## src/rtl/combo_lock_ctrl.sv

```systemverilog
`default_nettype none
// ============================================================================
// Module   : combo_lock_ctrl
// Purpose  : Combination-lock controller. Stores a KEY_W-bit secret, checks
//            attempts against it, limits wrong attempts, enforces an unlock
//            timeout and a timed (or permanent) lockout. Drives lock/alert
//            indicators and BCD counts for two external 7-segment digits.
// Revision : 1.0 - initial release
// ============================================================================
module combo_lock_ctrl #(
    parameter int KEY_W     = 4,
    parameter int MAX_TRIES = 5,
    parameter int TIMEOUT_S = 9,
    parameter int LOCKOUT_S = 9,
    parameter int TICK_DIV  = 100000000
) (
    input  logic             clk,
    input  logic             rst,
    input  logic [KEY_W-1:0] key_in,
    input  logic             set_key,
    input  logic             cmp,
    input  logic             relock,
    output logic             open,
    output logic             locked,
    output logic             alert,
    output logic [3:0]       tries_left,
    output logic [3:0]       time_left
);

    // ------------------------------------------------------------------------
    // Elaboration-time parameter range checks
    // ------------------------------------------------------------------------
    if (KEY_W < 1 || KEY_W > 16) begin : g_bad_key_w
        $error("combo_lock_ctrl: KEY_W must be in 1..16");
    end
    if (MAX_TRIES < 1 || MAX_TRIES > 15) begin : g_bad_max_tries
        $error("combo_lock_ctrl: MAX_TRIES must be in 1..15");
    end
    if (TIMEOUT_S < 1 || TIMEOUT_S > 15) begin : g_bad_timeout
        $error("combo_lock_ctrl: TIMEOUT_S must be in 1..15");
    end
    if (LOCKOUT_S < 0 || LOCKOUT_S > 15) begin : g_bad_lockout
        $error("combo_lock_ctrl: LOCKOUT_S must be in 0..15");
    end
    if (TICK_DIV < 2) begin : g_bad_tick_div
        $error("combo_lock_ctrl: TICK_DIV must be >= 2");
    end

    // ------------------------------------------------------------------------
    // Constants
    // ------------------------------------------------------------------------
    localparam logic [1:0] c_ST_UNSET = 2'd0;
    localparam logic [1:0] c_ST_ARMED = 2'd1;
    localparam logic [1:0] c_ST_OPEN  = 2'd2;
    localparam logic [1:0] c_ST_ALERT = 2'd3;

    localparam int              c_CNT_W     = (TICK_DIV > 2) ? $clog2(TICK_DIV) : 1;
    localparam logic [c_CNT_W-1:0] c_TICK_LAST = c_CNT_W'(TICK_DIV - 1);
    localparam logic [3:0]      c_MAX_TRIES = 4'(MAX_TRIES);
    localparam logic [3:0]      c_TIMEOUT   = 4'(TIMEOUT_S);
    localparam logic [3:0]      c_LOCKOUT   = 4'(LOCKOUT_S);
    localparam bit              c_LOCK_RUNS = (LOCKOUT_S > 0);

    // ------------------------------------------------------------------------
    // Registers and wires
    // ------------------------------------------------------------------------
    logic [1:0]         r_state;
    logic [KEY_W-1:0]   r_key;
    logic [3:0]         r_tries;
    logic [3:0]         r_time;
    logic [c_CNT_W-1:0] r_tick_cnt;
    logic               r_set_q;
    logic               r_cmp_q;
    logic               r_relock_q;
    logic               r_open;
    logic               r_locked;
    logic               r_alert;

    logic [1:0]         w_state_nxt;
    logic [KEY_W-1:0]   w_key_nxt;
    logic [3:0]         w_tries_nxt;
    logic [3:0]         w_time_nxt;
    logic [3:0]         w_tries_dec;
    logic [3:0]         w_time_dec;
    logic               w_set_ev;
    logic               w_cmp_ev;
    logic               w_relock_ev;
    logic               w_match;
    logic               w_run;
    logic               w_tick;
    logic               w_open_nxt;
    logic               w_alert_nxt;

    // Single-event edge detection on the level inputs
    assign w_set_ev    = set_key & ~r_set_q;
    assign w_cmp_ev    = cmp     & ~r_cmp_q;
    assign w_relock_ev = relock  & ~r_relock_q;

    assign w_match     = (key_in == r_key);
    assign w_tries_dec = (r_tries == 4'd0) ? 4'd0 : r_tries - 4'd1;
    assign w_time_dec  = (r_time  == 4'd0) ? 4'd0 : r_time  - 4'd1;

    // The seconds prescaler only runs while a countdown is visible
    assign w_run  = (r_state == c_ST_ARMED) ||
                    ((r_state == c_ST_ALERT) && c_LOCK_RUNS);
    assign w_tick = w_run && (r_tick_cnt == c_TICK_LAST);

    // Input edge registers
    always_ff @(posedge clk) begin
        if (rst) begin
            r_set_q    <= 1'b0;
            r_cmp_q    <= 1'b0;
            r_relock_q <= 1'b0;
        end else begin
            r_set_q    <= set_key;
            r_cmp_q    <= cmp;
            r_relock_q <= relock;
        end
    end

    // Seconds prescaler: restarts on every state entry so each state gets full seconds
    always_ff @(posedge clk) begin
        if (rst) begin
            r_tick_cnt <= '0;
        end else if ((w_state_nxt != r_state) || !w_run || w_tick) begin
            r_tick_cnt <= '0;
        end else begin
            r_tick_cnt <= r_tick_cnt + c_CNT_W'(1);
        end
    end

    // State register together with key and counter registers
    always_ff @(posedge clk) begin
        if (rst) begin
            r_state <= c_ST_UNSET;
            r_key   <= '0;
            r_tries <= c_MAX_TRIES;
            r_time  <= c_TIMEOUT;
        end else begin
            r_state <= w_state_nxt;
            r_key   <= w_key_nxt;
            r_tries <= w_tries_nxt;
            r_time  <= w_time_nxt;
        end
    end

    // Next-state and counter update; in ARMED the attempt is judged before the tick
    always_comb begin
        w_state_nxt = r_state;
        w_key_nxt   = r_key;
        w_tries_nxt = r_tries;
        w_time_nxt  = r_time;
        case (r_state)
            c_ST_UNSET: begin
                if (w_set_ev) begin
                    w_key_nxt   = key_in;
                    w_state_nxt = c_ST_ARMED;
                    w_tries_nxt = c_MAX_TRIES;
                    w_time_nxt  = c_TIMEOUT;
                end
            end
            c_ST_ARMED: begin
                if (w_cmp_ev && w_match) begin
                    // Time display freezes at its current value while open
                    w_state_nxt = c_ST_OPEN;
                    w_tries_nxt = c_MAX_TRIES;
                end else begin
                    if (w_cmp_ev) begin
                        w_tries_nxt = w_tries_dec;
                    end
                    if ((w_cmp_ev && (w_tries_dec == 4'd0)) ||
                        (w_tick && (w_time_dec == 4'd0))) begin
                        w_state_nxt = c_ST_ALERT;
                        w_time_nxt  = c_LOCKOUT;
                    end else if (w_tick) begin
                        w_time_nxt  = w_time_dec;
                    end
                end
            end
            c_ST_OPEN: begin
                // A new key takes priority over a plain relock
                if (w_set_ev) begin
                    w_key_nxt   = key_in;
                    w_state_nxt = c_ST_ARMED;
                    w_tries_nxt = c_MAX_TRIES;
                    w_time_nxt  = c_TIMEOUT;
                end else if (w_relock_ev) begin
                    w_state_nxt = c_ST_ARMED;
                    w_tries_nxt = c_MAX_TRIES;
                    w_time_nxt  = c_TIMEOUT;
                end
            end
            c_ST_ALERT: begin
                // w_tick never fires here for a permanent lockout
                if (w_tick) begin
                    if (w_time_dec == 4'd0) begin
                        w_state_nxt = c_ST_ARMED;
                        w_tries_nxt = c_MAX_TRIES;
                        w_time_nxt  = c_TIMEOUT;
                    end else begin
                        w_time_nxt  = w_time_dec;
                    end
                end
            end
            default: begin
                w_state_nxt = c_ST_UNSET;
            end
        endcase
    end

    // Indicator decode from the upcoming state
    always_comb begin
        w_open_nxt  = (w_state_nxt == c_ST_OPEN);
        w_alert_nxt = (w_state_nxt == c_ST_ALERT);
    end

    // Indicator registers so the outputs change on the same edge as the state
    always_ff @(posedge clk) begin
        if (rst) begin
            r_open   <= 1'b0;
            r_locked <= 1'b1;
            r_alert  <= 1'b0;
        end else begin
            r_open   <= w_open_nxt;
            r_locked <= ~w_open_nxt;
            r_alert  <= w_alert_nxt;
        end
    end

    assign open       = r_open;
    assign locked     = r_locked;
    assign alert      = r_alert;
    assign tries_left = r_tries;
    assign time_left  = r_time;

endmodule
`default_nettype wire

```

## config.mk

```make
export PLATFORM = sky130hd
export DESIGN_NAME = combo_lock_ctrl
export DESIGN_NICKNAME = d
export VERILOG_FILES = /design/src/rtl/combo_lock_ctrl.sv
export SDC_FILE = /design/constraint.sdc
export NUM_CORES = 1
export LEC_CHECK = 0
export ABC_CLOCK_PERIOD_IN_PS = 2430
export CAP_MARGIN = 20
export CORE_MARGIN = 4
export CORE_UTILIZATION = 50
export CTS_BUF_LIST = sky130_fd_sc_hd__clkbuf_4
export CTS_CLUSTER_DIAMETER = 30
export DETAILED_ROUTE_END_ITERATION = 10
export HOLD_SLACK_MARGIN = 0.12
export PLACE_DENSITY_LB_ADDON = 0.15
export SKIP_LAST_GASP = 1
export SLEW_MARGIN = 20
export SYNTH_ARGS = -nofsm -noshare
export SYNTH_HDL_FRONTEND = slang
export SYNTH_SLANG_ARGS = --single-unit
export TNS_END_PERCENT = 50
```

## constraint.sdc

```tcl
create_clock -name clk -period 2.43 [get_ports clk]
set_clock_uncertainty 0.1 [all_clocks]
set_input_delay 0.486 -clock clk [delete_from_list [all_inputs] [get_ports clk]]
set_output_delay 0.486 -clock clk [all_outputs]
set_load 0.005 [all_outputs]
```

==> results of run 1 <==
==> sequential cells by signal (all words and copies together) (netlist names) <==
name        count
time_left       4
r_cmp_q         1
r_key           4
r_set_q         1
alert           1
locked          1
r_tick_cnt     27
tries_left      4
r_state         2
r_relock_q      1
open            1
==> logic make-up (layout without fill, tap and decap cells) <==
logic type,Yosys count,count (layout),synth area share (%)
DFF,47,47,42.0
AOI/OAI and AO/OA,25,25,9.78
xor gates and xnor gates,30,30,11.7
and+or+nand+nor,128,128,28.3
buffers and inverters,19,63,4.19
muxes,5,5,2.24
adders and majority gates,3,3,1.68
==> worst register-to-register path: cells and delay by family, from the launching register on <==
kind / cells / cell delay, ps
and+or+nand+nor: 4 / 980
AOI/OAI and AO/OA: 2 / 470
buffers and inverters: 2 / 340
DFF: 1 / 330
==> timing repair <==
| action | in CTS | in global routing |
|---|---|---|
| endpoints found under the setup margin | 0 | 10 |
| buffers inserted | 0 | 1 |
| resized for setup | 0 | 3 |
| hold endpoints to repair | 0 | 0 |
==> routing by layer <==
| layer | GRT usage (%) | routed length (µm) |
|---|---|---|
| met1 | 22.7 | 2120 |
| met2 | 27.2 | 2080 |
| met3 | 4.41 | 148 |
| met4 | 4.15 | 24 |
| met5 | 0 | 0 |
==> Yosys cell counts (2+ instances only) <==
master	number	area (µm²)
nor2_1	52	195
dfxtp_1	47	941
nand3_1	17	85.1
xnor2_1	16	140
xor2_1	14	123
inv_1	13	48.8
nand2_1	12	45.0
nor3_1	9	45.0
nand4_1	8	50.1
nor2b_1	6	37.5
nor4_1	6	37.5
mux2i_1	5	50.1
o21ai_0	4	20.0
ha_1	3	37.5
a21boi_0	2	15.0
and3_1	2	12.5
buf_4	2	15.0
buf_6	2	22.5
clkbuf_1	2	7.51
nand2b_1	2	12.5
nand4b_1	2	17.5
nor3b_1	2	15.0
o2111ai_1	2	17.5
or2b_1	2	15.0
or3_1	2	12.5
or4_1	2	15.0
or4b_1	2	20.0
==> metrics by stage <==
| stage | util [%] | std cells | setup slack [ps] | total power, W | instance area, µm² |
|---|---|---|---|---|---|
| floorplan | - | 257 | 270 | 0.000902 | 2240 |
| global placement | 60.3 | 344 | -87.1 | 0.000952 | 2630 |
| detailed placement | 60.3 | 344 | -153 | 0.000953 | 2630 |
| CTS | 61.5 | 352 | 24.1 | 0.00130 | 2680 |
| global route | 62.2 | 353 | 12.3 | 0.00135 | 2710 |
| finish | 62.2 | 353 | 107 | 0.00129 | 2710 |
==> final timing paths <==
check,from,end,slack (ps),cells after the start
max,r_tick_cnt[19]$_SDFF_PP0_,tries_left[2]$_SDFFE_PP1P_,110,8
min,r_tick_cnt[0]$_SDFF_PP0_,r_tick_cnt[0]$_SDFF_PP0_,380,1
max reg2reg,r_tick_cnt[19]$_SDFF_PP0_,tries_left[2]$_SDFFE_PP1P_,110,8
min reg2reg,r_tick_cnt[0]$_SDFF_PP0_,r_tick_cnt[0]$_SDFF_PP0_,380,1
==> area by class of cell <==
class / instances / area, µm² / share of cell area (%)
Multi-Input combinational cell: 191 / 1230 / 45.3
Tap cell: 52 / 65.1 / 2.40
Timing Repair Buffer: 42 / 375 / 13.9
Clock buffer: 6 / 45.0 / 1.66
Clock inverter: 2 / 7.51 / 0.277
Sequential cell: 47 / 941 / 34.7
Inverter: 13 / 48.8 / 1.80
==> cells in the final DEF (no fill, tap or decap), types with 9 or more instances in the layout <==
master           instances
nand2_1                 12
buf_4                   22
clkdlybuf4s50_1         19
xor2_1                  14
xnor2_1                 16
nor3_1                   9
inv_1                   13
nand3_1                 17
nor2_1                  52
dfxtp_1                 47
==> where the power goes <==
part | internal, W | switching [W] | total [W] | leakage (nW)
Sequential | 0.000783 | 0.0000106 | 0.000793 | 0.381
Clock | 0.000119 | 0.000228 | 0.000346 | 0.0307
Combinational | 0.0000742 | 0.0000726 | 0.000147 | 0.523
==> flow_metrics.py, run 1 <==
metrics = {
    "sta": {
        "fin_crit_sh_pct": 95.6,
        "rsz0062_at_grt": "no",
        "maxSlewHeadroom_pct": 60.2,
        "totalNegativeSetupSlack_ps": 0,
        "maxSlewViolCount": 0,
        "final-hold-violation-count": 0,
        "worst_slew_pin_slew_ps": 589,
        "clock.fmax_mhz": 431,
        "final-setup-viol-count": 0,
        "whs_ps": 377,
        "fin_crit_ps": 2320,
    },
    "synthesis": {
        "ys.warnings.count": 0,
        "netlist-cell-type-count": 46,
        "yosysSeqAreaShare_pct": 42.0,
        "ys_ff_latch": 47,
        "syn_nets": 269,
        "synth.avg_cell_area_um2": 8.71,
        "synth_edf_count": 0,
        "synthesis.instances": 257,
        "syn_area_mm2": 0.00224,
        "async_reset_ff_share_pct": 0,
        "synth_flop_cell": "dfxtp_1",
    },
    "floorplan": {
        "dieWidth_um": 74.9,
        "ios": 20,
        "dieArea_mm2": 0.00561,
        "initial_utilization_pct": 51.4,
        "die_h_um": 74.9,
        "std_cell_rows": 24,
        "core-area_mm2": 0.00435,
    },
    "worst_setup_path": {
        "cp_max_fo": 6,
        "cp.buffers_inverters": 2,
        "cp_slowest_cell": "or4_1",
        "cp.arrival_ps": 2470,
        "slowest_delay_ps": 500,
        "end_kind": "register",
        "crit_chain": "buf_4, or4_1, nor4_1, nand4_1, buf_4, o21ai_4, nand2_1, a221o_1",
        "cp.required_ps": 2580,
        "crit_family": "simple AND/OR/NAND/NOR gates",
        "worstSetupPathType": "reg -> reg",
        "start_kind": "register",
        "cpMostUsedCell": "buf_4",
    },
    "cells_and_area": {
        "diodes": 0,
        "area_delta_synth_final_pct": 21.0,
        "drive_above_1_share_pct": 12.3,
        "fill_cells": 412,
        "nets": 312,
    },
    "status": {
        "status": "finished clean",
    },
    "placed_design": {
        "gp_congestion": 0.830,
        "io_buffers": 19,
        "dp_hpwl_mm": 3.25,
    },
    "clock_network": {
        "postCtsHoldBufs": 0,
        "cts-buffers-inserted": 5,
        "cts_tree": "done",
        "clock_latency_ps": 340,
        "root_buffer": "clkbuf_4",
        "cts.path.max_buffers": 2,
        "clock-sinks": 47,
        "path_clk_slew_ps": 130,
        "htreeDepth": 2,
    },
    "global_route": {
        "grt_antenna_before_repair": 0,
        "overflow": 0,
        "grt_max_degree": 28,
        "grt_pass1_vias": 1687,
        "grt_pass1_wl_mm": 7.47,
        "track_usage_pct": 16.9,
    },
    "drt": {
        "totalWireLength_mm": 4.37,
        "drtPass1Iterations": 4,
        "drt-initial-drc-count": 67,
        "num_vias": 1868,
        "avgViaCountPerCell": 5.29,
        "postRouteAntennaNets": 0,
        "wl_per_cell_um": 12.4,
        "drc": 0,
    },
    "power_and_ir_drop": {
        "ir_drop_v": 0.000284,
        "leakagePower_nw": 0.934,
        "power.density_mw_per_mm2": 475,
    },
    "job": {
        "drv_cap": 0,
    },
    "worst_hold_path": {
        "holdCritPathClass": "reg -> reg",
    },
}
No activity file was read; power rests on OpenSTA's default activity.
==> inputs of run 2 (changes only) <==
Settings changed: CORE_MARGIN 4 to unset, CTS_CLUSTER_SIZE set to 12.
==> flow_metrics.py, run 2 (synthesized netlist as in run 1, its figures left out) <==
metrics = {
    "global_route": {
        "grt_pass1_wl_mm": 7.06,
        "grt_max_degree": 28,
        "grt_pass1_vias": 1707,
        "grt_antenna_before_repair": 0,
        "overflow": 0,
        "track_usage_pct": 20.3,
    },
    "worst_hold_path": {
        "holdCritPathClass": "reg -> reg",
    },
    "cells_and_area": {
        "stdcell_area_mm2": 0.00269,
        "finalNonFillerCells": 349,
        "largest_register_ffs": 27,
        "diodes": 0,
        "fin_util_pct": 64.8,
        "mostFrequentLayoutCell": "nor2_1",
        "largest-register": "r_tick_cnt",
        "layout_common_cells": "nor2_1 (52), dfxtp_1 (47), buf_4 (20)",
        "nets": 310,
        "area_delta_synth_final_pct": 20.0,
        "drive_above_1_share_pct": 12.7,
    },
    "worst_setup_path": {
        "crit_chain": "or4b_1, nor4_1, nand4_1, a31oi_2, o2111ai_1, o31a_1",
        "cp.buffers_inverters": 0,
        "rrSetupSlack_ps": 50,
        "crit_family": "simple AND/OR/NAND/NOR gates",
        "cp_slowest_cell": "or4b_1",
        "start_kind": "register",
        "cp.arrival_ps": 2540,
        "cp_max_fo": 8,
        "end_kind": "register",
        "worstSetupPathType": "reg -> reg",
        "cp.required_ps": 2590,
        "slowest_delay_ps": 510,
    },
    "power_and_ir_drop": {
        "ir_drop_v": 0.000276,
        "p_switching_w": 0.000328,
        "intPower_w": 0.000978,
        "power.density_mw_per_mm2": 486,
        "comb_power_share_pct": 11.0,
        "power_frac_seq_pct": 60.7,
        "sw_frac_of_total_pct": 25.1,
        "clkPwrFrac_pct": 28.3,
        "leakagePower_nw": 0.926,
    },
    "job": {
        "drv_cap": 0,
    },
    "clock_network": {
        "path_clk_slew_ps": 140,
        "root_buffer": "clkbuf_4",
        "cts-buffers-inserted": 5,
        "cts.path.max_buffers": 2,
        "cts_tree": "done",
        "clock-sinks": 47,
        "postCtsHoldBufs": 0,
        "clock_latency_ps": 370,
        "cts_post_setup_buffers_inserted": 0,
        "cts_resized": 0,
        "htreeDepth": 2,
    },
    "drt": {
        "avgViaCountPerCell": 5.36,
        "totalWireLength_mm": 4.30,
        "num_vias": 1870,
        "drc": 0,
        "wl_per_cell_um": 12.3,
        "drtPass1Iterations": 4,
        "postRouteAntennaNets": 0,
        "drt-initial-drc-count": 72,
    },
    "placed_design": {
        "io_buffers": 19,
        "dpl_cell_area_mm2": 0.00262,
        "place_inst": 341,
        "dp_hpwl_mm": 3.21,
        "gp_congestion": 0.764,
    },
    "sta": {
        "maxSlewHeadroom_pct": 70.2,
        "fin_crit_ps": 2380,
        "final-hold-violation-count": 0,
        "maxSlewViolCount": 0,
        "final-setup-viol-count": 0,
        "fin_crit_sh_pct": 98.0,
        "clock.fmax_mhz": 420,
        "worst_slew_pin_slew_ps": 443,
        "rsz0062_at_grt": "yes",
        "whs_ps": 382,
    },
    "floorplan": {
        "die_h_um": 68.9,
        "dieArea_mm2": 0.00475,
        "core-area_mm2": 0.00414,
        "dieWidth_um": 68.9,
        "std_cell_rows": 23,
        "initial_utilization_pct": 54.0,
        "ios": 20,
    },
    "status": {
        "status": "finished clean",
    },
}
==> run 2: layer usage <==
layer | global-route usage (%) | routed length [µm] | vias to the layer above
met2 | 35.9 | 2090 | 15
met3 | 3.95 | 82 | 7
met5 | 0 | 0 | -
met4 | 9.95 | 74 | 0
li1 | - | - | 974
met1 | 22.9 | 2060 | 874
==> run 2: final cells by class <==
| cell class | count | area (µm²) |
|---|---|---|
| multi-input cells | 191 | 1220 |
| fillers | 373 | 1460 |
| inverters | 13 | 48.8 |
| flip-flops and latches | 47 | 941 |
| clock inverters | 2 | 12.5 |
| clock buffers | 6 | 45.0 |
| well taps | 50 | 62.6 |
| repair buffers | 40 | 360 |
==> run 2: metrics by stage <==
stage	power (W)	setup WS, ps	setup TNS [ps]
floorplan	0.000902	270	0
global placement	0.000950	-39.3	-41.0
detailed placement	0.000953	-69.7	-157
CTS	0.00132	21.5	0
global route	0.00136	-73.1	-352
finish	0.00131	48.7	0
==> run 2: worst paths after layout <==
kind / from / end / cells past startpoint
min: r_tick_cnt[0]$_SDFF_PP0_ / r_tick_cnt[0]$_SDFF_PP0_ / 1
max: r_tick_cnt[17]$_SDFF_PP0_ / time_left[0]$_SDFFE_PP1P_ / 6
max reg2reg: r_tick_cnt[17]$_SDFF_PP0_ / time_left[0]$_SDFFE_PP1P_ / 6
min reg2reg: r_tick_cnt[0]$_SDFF_PP0_ / r_tick_cnt[0]$_SDFF_PP0_ / 1
==> run 2: power by group through the flow <==
stage	Combinational (W)	Sequential, W	Clock, W
2_1_floorplan	0.0000929	0.000809	0
3_3_place_gp	0.000141	0.000810	0
3_5_place_dp	0.000143	0.000810	0
4_1_cts	0.000144	0.000793	0.000383
5_1_grt	0.000158	0.000796	0.000411
6_report	0.000143	0.000793	0.000369
==> inputs of run 3 (changes only) <==
==> constraint.sdc (replaced) <==
create_clock -name clk -period 2.43 [get_ports clk]
set_clock_uncertainty 0.1 [all_clocks]
set_input_delay 0.3645 -clock clk [delete_from_list [all_inputs] [get_ports clk]]
set_output_delay 0.3645 -clock clk [all_outputs]
set_load 0.005 [all_outputs]
==> flow_metrics.py, run 3 (synthesized netlist as in run 1, its figures left out) <==
metrics = {
    "cells_and_area": {
        "largest_register_ffs": 27,
        "nets": 307,
        "mostFrequentLayoutCell": "nor2_1",
        "fill_cells": 361,
        "largest-register": "r_tick_cnt",
        "drive_above_1_share_pct": 12.2,
        "diodes": 0,
        "finalNonFillerCells": 346,
        "layout_common_cells": "nor2_1 (52), dfxtp_1 (47), clkdlybuf4s50_1 (19)",
        "area_delta_synth_final_pct": 22.1,
        "stdcell_area_mm2": 0.00273,
    },
    "clock_network": {
        "path_clk_slew_ps": 140,
        "clock-sinks": 47,
        "htreeDepth": 2,
        "clock_latency_ps": 360,
        "cts_tree": "done",
        "root_buffer": "clkbuf_4",
        "cts-buffers-inserted": 5,
        "cts.path.max_buffers": 2,
    },
    "worst_hold_path": {
        "min_path_cells": 1,
        "hold_start": "r_tick_cnt[0]$_SDFF_PP0_",
        "holdCritPathClass": "reg -> reg",
        "min_to": "r_tick_cnt[0]$_SDFF_PP0_",
    },
    "drt": {
        "totalWireLength_mm": 4.43,
        "drc": 0,
        "avgViaCountPerCell": 5.44,
        "postRouteAntennaNets": 0,
        "drtPass1Iterations": 4,
        "wl_per_cell_um": 12.8,
        "num_vias": 1882,
        "drt-initial-drc-count": 136,
    },
    "sta": {
        "whs_ps": 380,
        "worst_slew_pin_slew_ps": 471,
        "fin_crit_ps": 2340,
        "fin_crit_sh_pct": 96.1,
        "final-setup-viol-count": 0,
        "final-hold-violation-count": 0,
        "worst_slack_ps": 93.8,
        "clock.fmax_mhz": 428,
        "totalNegativeSetupSlack_ps": 0,
        "maxSlewHeadroom_pct": 68.2,
        "maxSlewViolCount": 0,
    },
    "global_route": {
        "track_usage_pct": 20.5,
        "grt_max_degree": 28,
        "grt_pass1_wl_mm": 7.21,
        "overflow": 0,
        "grt_antenna_before_repair": 0,
        "grt_pass1_vias": 1660,
    },
    "worst_setup_path": {
        "crit_chain": "or4_1, nor4_2, nand4_1, a31o_1, a21boi_4, or3_1",
        "cp_slowest_cell": "or4_1",
        "cp.arrival_ps": 2500,
        "end_kind": "register",
        "rr_startpoint": "r_tick_cnt[10]$_SDFF_PP0_",
        "slowest_delay_ps": 550,
        "rrSetupSlack_ps": 90,
        "worst_r2r_path_depth": 6,
        "start_kind": "register",
        "r2r-end": "locked$_SDFF_PP1_",
        "cp_max_fo": 4,
        "worstSetupPathType": "reg -> reg",
        "cp.required_ps": 2590,
    },
    "floorplan": {
        "core-area_mm2": 0.00414,
        "initial_utilization_pct": 54.0,
        "dieArea_mm2": 0.00475,
        "ios": 20,
        "die_h_um": 68.9,
        "std_cell_rows": 23,
        "dieWidth_um": 68.9,
    },
    "power_and_ir_drop": {
        "power.density_mw_per_mm2": 557,
        "leakagePower_nw": 0.938,
        "ir_drop_v": 0.000296,
    },
    "placed_design": {
        "gp_congestion": 0.793,
        "io_buffers": 19,
        "pre_cts_ws_ps": 12.3,
        "dp_hpwl_mm": 3.12,
        "place_inst": 335,
        "dpl_cell_area_mm2": 0.00257,
    },
    "status": {
        "status": "finished clean",
    },
    "job": {
        "drv_cap": 0,
    },
}
==> run 3: through the flow <==
| step | power [W] | utilization, % |
|---|---|---|
| floorplan | 0.000902 | - |
| global placement | 0.000946 | 62.0 |
| detailed placement | 0.000947 | 62.0 |
| CTS | 0.00153 | 64.6 |
| global route | 0.00159 | 65.9 |
| finish | 0.00152 | 65.9 |
==> run 3: timing repair <==
item	CTS	global route
gates resized for setup	0	5
setup endpoints to repair	0	24
buffers inserted	0	3
hold buffers	0	0
==> run 3: critical path: cells and delay by family (launching register included) <==
kind,cells,cell delay (ps)
and+or+nand+nor,4,1370
AOI/OAI and AO/OA,2,430
DFF,1,340
==> run 3: how the worst max path moves through the flow <==
stage                                   start                end  cells after the start
global placement                    key_in[1]  locked$_SDFF_PP1_                      7
global route        r_tick_cnt[10]$_SDFF_PP0_  locked$_SDFF_PP1_                      6
CTS                 r_tick_cnt[19]$_SDFF_PP0_  locked$_SDFF_PP1_                      6
detailed placement                  key_in[1]  locked$_SDFF_PP1_                      7
finish              r_tick_cnt[10]$_SDFF_PP0_  locked$_SDFF_PP1_                      6
floorplan           r_tick_cnt[19]$_SDFF_PP0_  locked$_SDFF_PP1_                      6
==> run 3: metal layers <==
metal  vias to the layer above  track usage [%]  routed length (µm)
li1                        971                -                   -
met1                       866             25.5                2150
met2                        34             34.0                2070
met3                        11             4.44                 132
met4                         0             8.16                  78
met5                         -                0                   0
==> run 3: area by class of cell <==
type | count | area [µm²] | share of cell area, %
Clock buffer | 6 | 45.0 | 1.65
Clock inverter | 2 | 60.1 | 2.20
Inverter | 13 | 48.8 | 1.79
Multi-Input combinational cell | 191 | 1240 | 45.3
Sequential cell | 47 | 941 | 34.4
Tap cell | 50 | 62.6 | 2.29
Timing Repair Buffer | 37 | 338 | 12.4
==> run 3: report_power, final <==
group / switching [W] / internal (W)
clock: 0.000247 / 0.000332
combinational: 0.0000750 / 0.0000756
sequential: 0.0000102 / 0.000783
